## config.mk

```make
export PLATFORM = sky130hd
export DESIGN_NAME = video_timing_decoder
export DESIGN_NICKNAME = d
export VERILOG_FILES = /design/src/rtl/video_timing_decoder.sv
export SDC_FILE = /design/constraint.sdc
export NUM_CORES = 1
export LEC_CHECK = 0
export CAP_MARGIN = 20
export CORE_ASPECT_RATIO = 1.2
export CORE_MARGIN = 3
export CORE_UTILIZATION = 53
export DETAILED_ROUTE_END_ITERATION = 8
export PLACE_DENSITY = 0.86
export SLEW_MARGIN = 25
export SYNTH_ARGS = -nofsm -noshare
export SYNTH_HDL_FRONTEND = slang
export SYNTH_SLANG_ARGS = --single-unit
```

## constraint.sdc

```tcl
create_clock -name clk -period 12.69 [get_ports clk]
set_clock_uncertainty 0.2 [all_clocks]
set_input_delay 3.807 -clock clk [delete_from_list [all_inputs] [get_ports clk]]
set_output_delay 3.807 -clock clk [all_outputs]
set_load 0.01 [all_outputs]
```

## src/rtl/video_timing_decoder.sv

```systemverilog
// video_timing_decoder
//   Recovers pixel coordinates from a VDE/VSync video stream, measures the active
//   line width and frame height, and locks once LOCK_FRAMES consecutive frames match
//   H_ACTIVE x V_ACTIVE. HSync is accepted but ignored; VDE and VSync define geometry.
//
//   Optional feature: define VIDEO_TIMING_DECODER_CRC_EN to accumulate a CRC-16-CCITT
//   (poly 0x1021, init 0xFFFF, MSB first) over each frame's 24-bit pixels.
//
// Ports
//   clk, rst (async, active-high)
//   RGB_VDE, RGB_HSync, RGB_VSync, RGB_Data[23:0]  video input
//   pix_valid, pix_data, pix_x, pix_y              pixel stream, 1-cycle latency
//   frame_start                                    pulse after a VSync rising edge
//   h_active_meas, v_active_meas                   last measured width / height
//   locked, err_count                              lock status, saturating lock losses
//   frame_crc                                      CRC of last frame (0 without macro)
module video_timing_decoder #(
  parameter int unsigned H_ACTIVE    = 1280,
  parameter int unsigned V_ACTIVE    = 720,
  parameter int unsigned LOCK_FRAMES = 2
) (
  input  logic        clk,
  input  logic        rst,
  input  logic        RGB_VDE,
  input  logic        RGB_HSync,
  input  logic        RGB_VSync,
  input  logic [23:0] RGB_Data,
  output logic [11:0] pix_x,
  output logic [11:0] pix_y,
  output logic        pix_valid,
  output logic [23:0] pix_data,
  output logic        frame_start,
  output logic [11:0] h_active_meas,
  output logic [11:0] v_active_meas,
  output logic        locked,
  output logic [7:0]  err_count,
  output logic [15:0] frame_crc
);

  localparam logic [11:0] HActiveW = 12'(H_ACTIVE);
  localparam logic [11:0] VActiveW = 12'(V_ACTIVE);
  localparam logic [3:0]  LockW    = 4'(LOCK_FRAMES);

  typedef enum logic [1:0] {StUnlocked, StCheck, StLocked} state_e;

  logic        vde_q, vsync_q;
  logic [11:0] hcnt_q;   // VDE-high cycles in the current line
  logic [11:0] line_q;   // lines completed since the last VSync edge
  logic        bad_q;    // sticky: some line in this frame had the wrong width
  logic        armed_q;  // a VSync edge has been seen since reset
  state_e      state_q;
  logic [3:0]  good_cnt_q;

  logic        vde_fall, vs_rise, line_bad, bad_frame, frame_good, judge;
  logic [11:0] hcnt_inc, line_inc, lines_frame;

  // HSync plays no part in geometry recovery.
  logic unused_hsync;
  assign unused_hsync = RGB_HSync;

  always_comb begin
    vde_fall    = vde_q & ~RGB_VDE;
    vs_rise     = RGB_VSync & ~vsync_q;
    hcnt_inc    = (hcnt_q == 12'hFFF) ? hcnt_q : hcnt_q + 12'd1;
    line_inc    = (line_q == 12'hFFF) ? line_q : line_q + 12'd1;
    line_bad    = (hcnt_q != HActiveW);
    // A line ending in the same cycle as VSync rises still belongs to the outgoing frame.
    lines_frame = vde_fall ? line_inc : line_q;
    bad_frame   = bad_q | (vde_fall & line_bad);
    frame_good  = ~bad_frame & (lines_frame == VActiveW);
    judge       = vs_rise & armed_q;
  end

  // Pixel path, geometry measurement and frame bookkeeping.
  always_ff @(posedge clk or posedge rst) begin
    if (rst) begin
      vde_q         <= 1'b0;
      vsync_q       <= 1'b0;
      hcnt_q        <= '0;
      line_q        <= '0;
      bad_q         <= 1'b0;
      armed_q       <= 1'b0;
      pix_valid     <= 1'b0;
      pix_data      <= '0;
      pix_x         <= '0;
      pix_y         <= '0;
      frame_start   <= 1'b0;
      h_active_meas <= '0;
      v_active_meas <= '0;
    end else begin
      vde_q       <= RGB_VDE;
      vsync_q     <= RGB_VSync;
      pix_valid   <= RGB_VDE;
      pix_data    <= RGB_Data;
      frame_start <= vs_rise;
      if (RGB_VDE) begin
        pix_x  <= hcnt_q;
        pix_y  <= line_q;
        hcnt_q <= hcnt_inc;
      end
      if (vde_fall) begin
        h_active_meas <= hcnt_q;
        hcnt_q        <= '0;
        line_q        <= line_inc;
        if (line_bad) bad_q <= 1'b1;
      end
      // Frame boundary overrides the line-end updates above.
      if (vs_rise) begin
        v_active_meas <= lines_frame;
        line_q        <= '0;
        bad_q         <= 1'b0;
        armed_q       <= 1'b1;
      end
    end
  end

  // Lock FSM; evaluated once per judged frame.
  always_ff @(posedge clk or posedge rst) begin
    if (rst) begin
      state_q    <= StUnlocked;
      good_cnt_q <= '0;
      locked     <= 1'b0;
      err_count  <= '0;
    end else if (judge) begin
      unique case (state_q)
        StUnlocked: begin
          if (frame_good) begin
            good_cnt_q <= 4'd1;
            if (LockW <= 4'd1) begin
              state_q <= StLocked;
              locked  <= 1'b1;
            end else begin
              state_q <= StCheck;
            end
          end
        end
        StCheck: begin
          if (frame_good) begin
            good_cnt_q <= good_cnt_q + 4'd1;
            if (good_cnt_q + 4'd1 >= LockW) begin
              state_q <= StLocked;
              locked  <= 1'b1;
            end
          end else begin
            state_q    <= StUnlocked;
            good_cnt_q <= '0;
          end
        end
        StLocked: begin
          if (!frame_good) begin
            state_q    <= StUnlocked;
            good_cnt_q <= '0;
            locked     <= 1'b0;
            if (err_count != 8'hFF) err_count <= err_count + 8'd1;
          end
        end
        default: begin
          state_q    <= StUnlocked;
          good_cnt_q <= '0;
          locked     <= 1'b0;
        end
      endcase
    end
  end

`ifdef VIDEO_TIMING_DECODER_CRC_EN
  logic [15:0] crc_q, crc_upd;

  // CRC-16-CCITT over one 24-bit word, MSB first.
  function automatic logic [15:0] crc16_w24(input logic [15:0] c, input logic [23:0] d);
    logic [15:0] r;
    logic        fb;
    r = c;
    for (int b = 23; b >= 0; b--) begin
      fb = r[15] ^ d[b];
      r  = {r[14:0], 1'b0};
      if (fb) r = r ^ 16'h1021;
    end
    return r;
  endfunction

  assign crc_upd = RGB_VDE ? crc16_w24(crc_q, RGB_Data) : crc_q;

  always_ff @(posedge clk or posedge rst) begin
    if (rst) begin
      crc_q     <= '0;
      frame_crc <= '0;
    end else if (vs_rise) begin
      frame_crc <= crc_upd;
      crc_q     <= 16'hFFFF;
    end else begin
      crc_q <= crc_upd;
    end
  end
`else
  assign frame_crc = '0;
`endif

endmodule

```

# Yosys cells after proc, flatten, opt, wreduce, memory -nomap -nowiden
# Index checks and enable logic that the tools add are counted.
# word_totals
ff_bits	116
in_bits	29
out_inout_bits	99
elab_cells	77
# op_classes
n_addsub	4
magnitude_cmp	1
n_eq_ne	13
mux	22
bitwise	11
reduce_logical	10
# ops
operator	n
$mux W12	6
$add A12 B1 Y12 const B	2
$eq A12 B12 Y1 const B	2
$eq A12 B10 Y1 const B	1
$mux W4	3
$ne A12 B11 Y1 const B	1
$pmux W4 S3	1
$ne A2 B2 Y1 const B	5
$add A8 B1 Y8 const B	1
$mux W2	4
$ne A8 B8 Y1 const B	1
$reduce_and A4 Y1	2
$mux W1	6
$pmux W2 S3	1
$reduce_bool A2 Y1	3
$and A1 B1 Y1	5
$not A1 Y1	5
$reduce_and A5 Y1	1
$add A4 B1 Y4 const B	1
$ge A4 B2 Y1 const B	1
$reduce_and A2 Y1	2
$ne A3 B3 Y1 const B	1
$pmux W1 S3	1
$reduce_and A3 Y1	1
4 further kinds	4

# Logic depth before layout (Yosys ltp)
# logic_depth
word_depth	8
depth_mapped	10
depth_no_buf	9

# Worst setup path before layout
# Ideal clock, no wire load.
# synth_timing
kind	input to register
startpoint	input RGB_VDE
endpoint	register good_cnt_q[2]
setup_ps	127
arrival_ps	5554
required_ps	12363
path_slack_ps	6809
cell_stages	8
path_buffers	1
cell_sequence	nand4b_1 nor4_1 mux2i_1 nand4bb_1 nor4_2 buf_4 mux2i_1 nand3_1
# synth_between
elab_chain_cells	8
elab_cells_between_ends	13
cone_classes	eq/ne (3); mux (3); bitwise (6); reduce/logical (1)
# synth_rtl
item	line	rtl
start: declaration	24	input logic RGB_VDE,
$not A1 Y1 *	62	vde_fall = vde_q & ~RGB_VDE;
$and A1 B1 Y1 *	62	
branches (longest 3 deep; another with $mux W12)	n/a	
$and A1 B1 Y1 *	70	frame_good = ~bad_frame & (lines_frame == VActiveW);
$mux W4 / $ne A2 B2 Y1 (equally long branches)	n/a	
$pmux W4 S3 / $reduce_and A3 Y1 (equally long branches)	n/a	
end signal: assignment	139	good_cnt_q <= good_cnt_q + 4'd1;
end: declaration	52	logic [3:0] good_cnt_q;
# Mark *: on every way between the ends.
# A chain may end at the register's enable or synchronous reset.

# Final worst setup path
# layout_timing
startpoint	input RGB_VDE
endpoint	register good_cnt_q[3]
# Same word-level chain as after synthesis.

==> results.cfg <==
[timing]
max_slew_margin_pct = 45.38
fmax_mhz = 145.1
rsz0062_at_grt = false
fin_tns_setup_ps = 0
fin_crit_ps = 6893
tightest_slew_ps = 819.3
final.period_utilization_pct = 54.32
finalHoldViolations = 0
maxSlewViolCount = 0
setup_viol = 0

[critical_path]
r2r-start = line_q[1]
start_kind = input port
crit_path_end_kind = register
r2r-end = good_cnt_q[3]
reg2reg_slack_ps = 9170
slowest_stage = nor4_4
crit_type = input port to register
worst-path-max-fanout = 36
required_ps = 12870
path_cells = clkdlybuf4s50_1, buf_4, nor2b_2, nand4_1, mux2i_1, nand4bb_1, nor4_4, buf_4, mux2i_1, o22ai_1
crit_arrival_ps = 7080
reg2regPathDepth = 9
cp_slowest_stage_delay_ps = 650

[global_route]
antenna_found_initial = 0
grt_pass1_wl_um = 20220
grt_pass1_vias = 4125
grt_start_max_net_pins = 91
grt_overflow_total = 0
grt_util_all_layers_pct = 24.70

[clocking]
clockBufferDepth = 2
postCtsSetupRepairBufs = 0
cts_tree = done
clk_pin_slew_worst_paths_ps = 50
cts_resized = 0
cts-buffers-inserted = 17
numClockSinks = 116
htreeDepth = 4
hold_buffers = 0
cts_root_buffer = clkbuf_8
clk_latency_ps = 510

[place]
place_area_um2 = 6147
dp_hpwl_um = 7871
place_congestion = 0.8252
io_buffers = 110
dpl.cell_count = 674

[drt]
ant_nets = 0
num_vias = 3940
post_drt_via_cell_ratio = 5.581
drc = 0
wirelength_um = 12170
routedWlPerCell_um = 17.24
dr.pass1.iters = 4
first_iter_violations = 287

[layout]
final_cell_mix = dfrtp_1, clkdlybuf4s50_1, nand2_1, o21ai_0, nor2_1
nNetsFinal = 609
diodes = 0
layout-drive-gt1-share_pct = 11.95
final_common_cell = dfrtp_1
stdcell_count = 706
syn_to_final_growth_pct = 35.37
design_area_um2 = 6800
fillCellCount = 619

[logic_synthesis]
synth_top_flop_cell = dfrtp_1
syn_area_um2 = 5024
postSynthCellCount = 463
synth_edf_count = 0
synth_cell_types = 49
ys_seq_area_share_pct = 57.78
async_reset_ff_share_pct = 100.0
ys.warnings.count = 0
avgSynthCellArea_um2 = 10.85
ys_ff_latch = 116

[pwr]
powerDensity_nw_per_um2 = 151.2
power_leakage_nw = 3.094
power_mw = 1.028
peakVddDrop_mv = 0.1066

[floorplanning]
ioPinCount = 128
die_y_um = 112.7
start_util_pct = 55.03
dieArea_um2 = 10690
core_area_um2 = 9129
die-width_um = 94.88
row_count = 38

[min_path]
min_from = h_active_meas[7]
min_delay_worst_endpoint = h_active_meas[7]
min_path_cells = 2
hold_path.class = register to register

[flow_run]
maxCapViolations = 0

[outcome]
status = completed
==> metrics by stage <==
stage	setup slack, ps	hold slack, ps	utilization, %
after floorplan	5611	248.4	-
final	5797	278.4	74.49
after detailed placement	4669	264.1	67.34
after global routing	5628	301.7	74.49
after global placement	4794	257.3	67.30
after CTS	5123	278.3	74.38
==> worst max-delay path, delay by kind of cell <==
family,cells,cell delay [ps]
buffers and inverters,3,990
AND/OR/NAND/NOR,4,1690
multiplexers,2,440
AO/OA/AOI/OAI,1,110
==> layer usage <==
| metal | part of all wire [%] | routed length, µm | global-route usage [%] | vias up |
|---|---|---|---|---|
| met1 | 36 | 4387 | 27.36 | 1968 |
| met5 | 0 | 0 | 0 | - |
| met2 | 56 | 6781 | 43.65 | 144 |
| li1 | - | - | - | 1796 |
| met3 | 6.2 | 750 | 8.646 | 32 |
| met4 | 2.1 | 253 | 8.181 | 0 |
==> cell usage after synthesis, types with 4 or more instances <==
cell,instances,share of area [%]
dfrtp_1,116,58
nand2_1,72,5.4
o21ai_0,32,3.2
nor2_1,29,2.2
mux2_2,25,5.6
nand3_1,19,1.9
buf_4,18,2.7
mux2i_1,13,2.6
inv_1,12,0.90
clkbuf_1,10,0.75
nor3_1,9,0.90
a21oi_1,8,0.80
and3_1,8,1.0
nand4_1,8,1.0
xor2_1,8,1.4
nor4_1,7,0.87
ha_1,6,1.5
nand2b_1,6,0.75
o22ai_1,6,0.75
o31ai_1,5,0.75
xnor2_1,5,0.87
buf_1,4,0.30
==> cell families after synthesis <==
family,count (synthesis),synth area share (%)
XOR/XNOR,13,2.267
AO/OA/AOI/OAI,62,7.248
other,1,0.07465
buffers and inverters,49,5.230
flip-flops,116,57.78
AND/OR/NAND/NOR,178,17.71
multiplexers,38,8.194
adder cells (fa/ha/maj),6,1.494
==> state kept, by name (all words and copies together), names as in the netlist <==
signal / cells
state_q: 2
bad_q: 1
armed_q: 1
locked: 1
err_count: 8
pix_data: 24
vde_q: 1
hcnt_q: 12
pix_x: 12
line_q: 12
good_cnt_q: 4
h_active_meas: 12
v_active_meas: 12
frame_start: 1
vsync_q: 1
pix_y: 12
==> worst max-delay path by stage <==
| stage | start | to | slack, ps | cells past startpoint |
|---|---|---|---|---|
| finish | RGB_VDE | good_cnt_q[3] | 5800 | 10 |
| global route | RGB_VDE | good_cnt_q[2] | 5630 | 10 |
| CTS | RGB_VDE | err_count[1] | 5120 | 9 |
| detailed placement | RGB_VDE | err_count[1] | 4670 | 9 |
| global placement | RGB_VDE | err_count[1] | 4790 | 9 |
| floorplan | rst | armed_q | 5610 | 1 |
==> cell type report <==
cell class / count / area (µm²) / share of cell area (%)
Clock inverter: 7 / 142.6 / 2.098
Clock buffer: 24 / 500.5 / 7.360
Inverter: 13 / 51.30 / 0.7544
Timing Repair Buffer: 113 / 1127 / 16.58
Sequential cell: 116 / 2903 / 42.69
Tap cell: 120 / 150.1 / 2.208
Multi-Input combinational cell: 313 / 1926 / 28.32
==> report_power, final <==
group	internal (mW)	total, mW	switching (mW)	leakage [nW]
Combinational	0.0543	0.106	0.0522	1.26
Sequential	0.393	0.412	0.0195	1.52
Clock	0.350	0.509	0.160	0.317
Power figures use the tool's default switching activity.
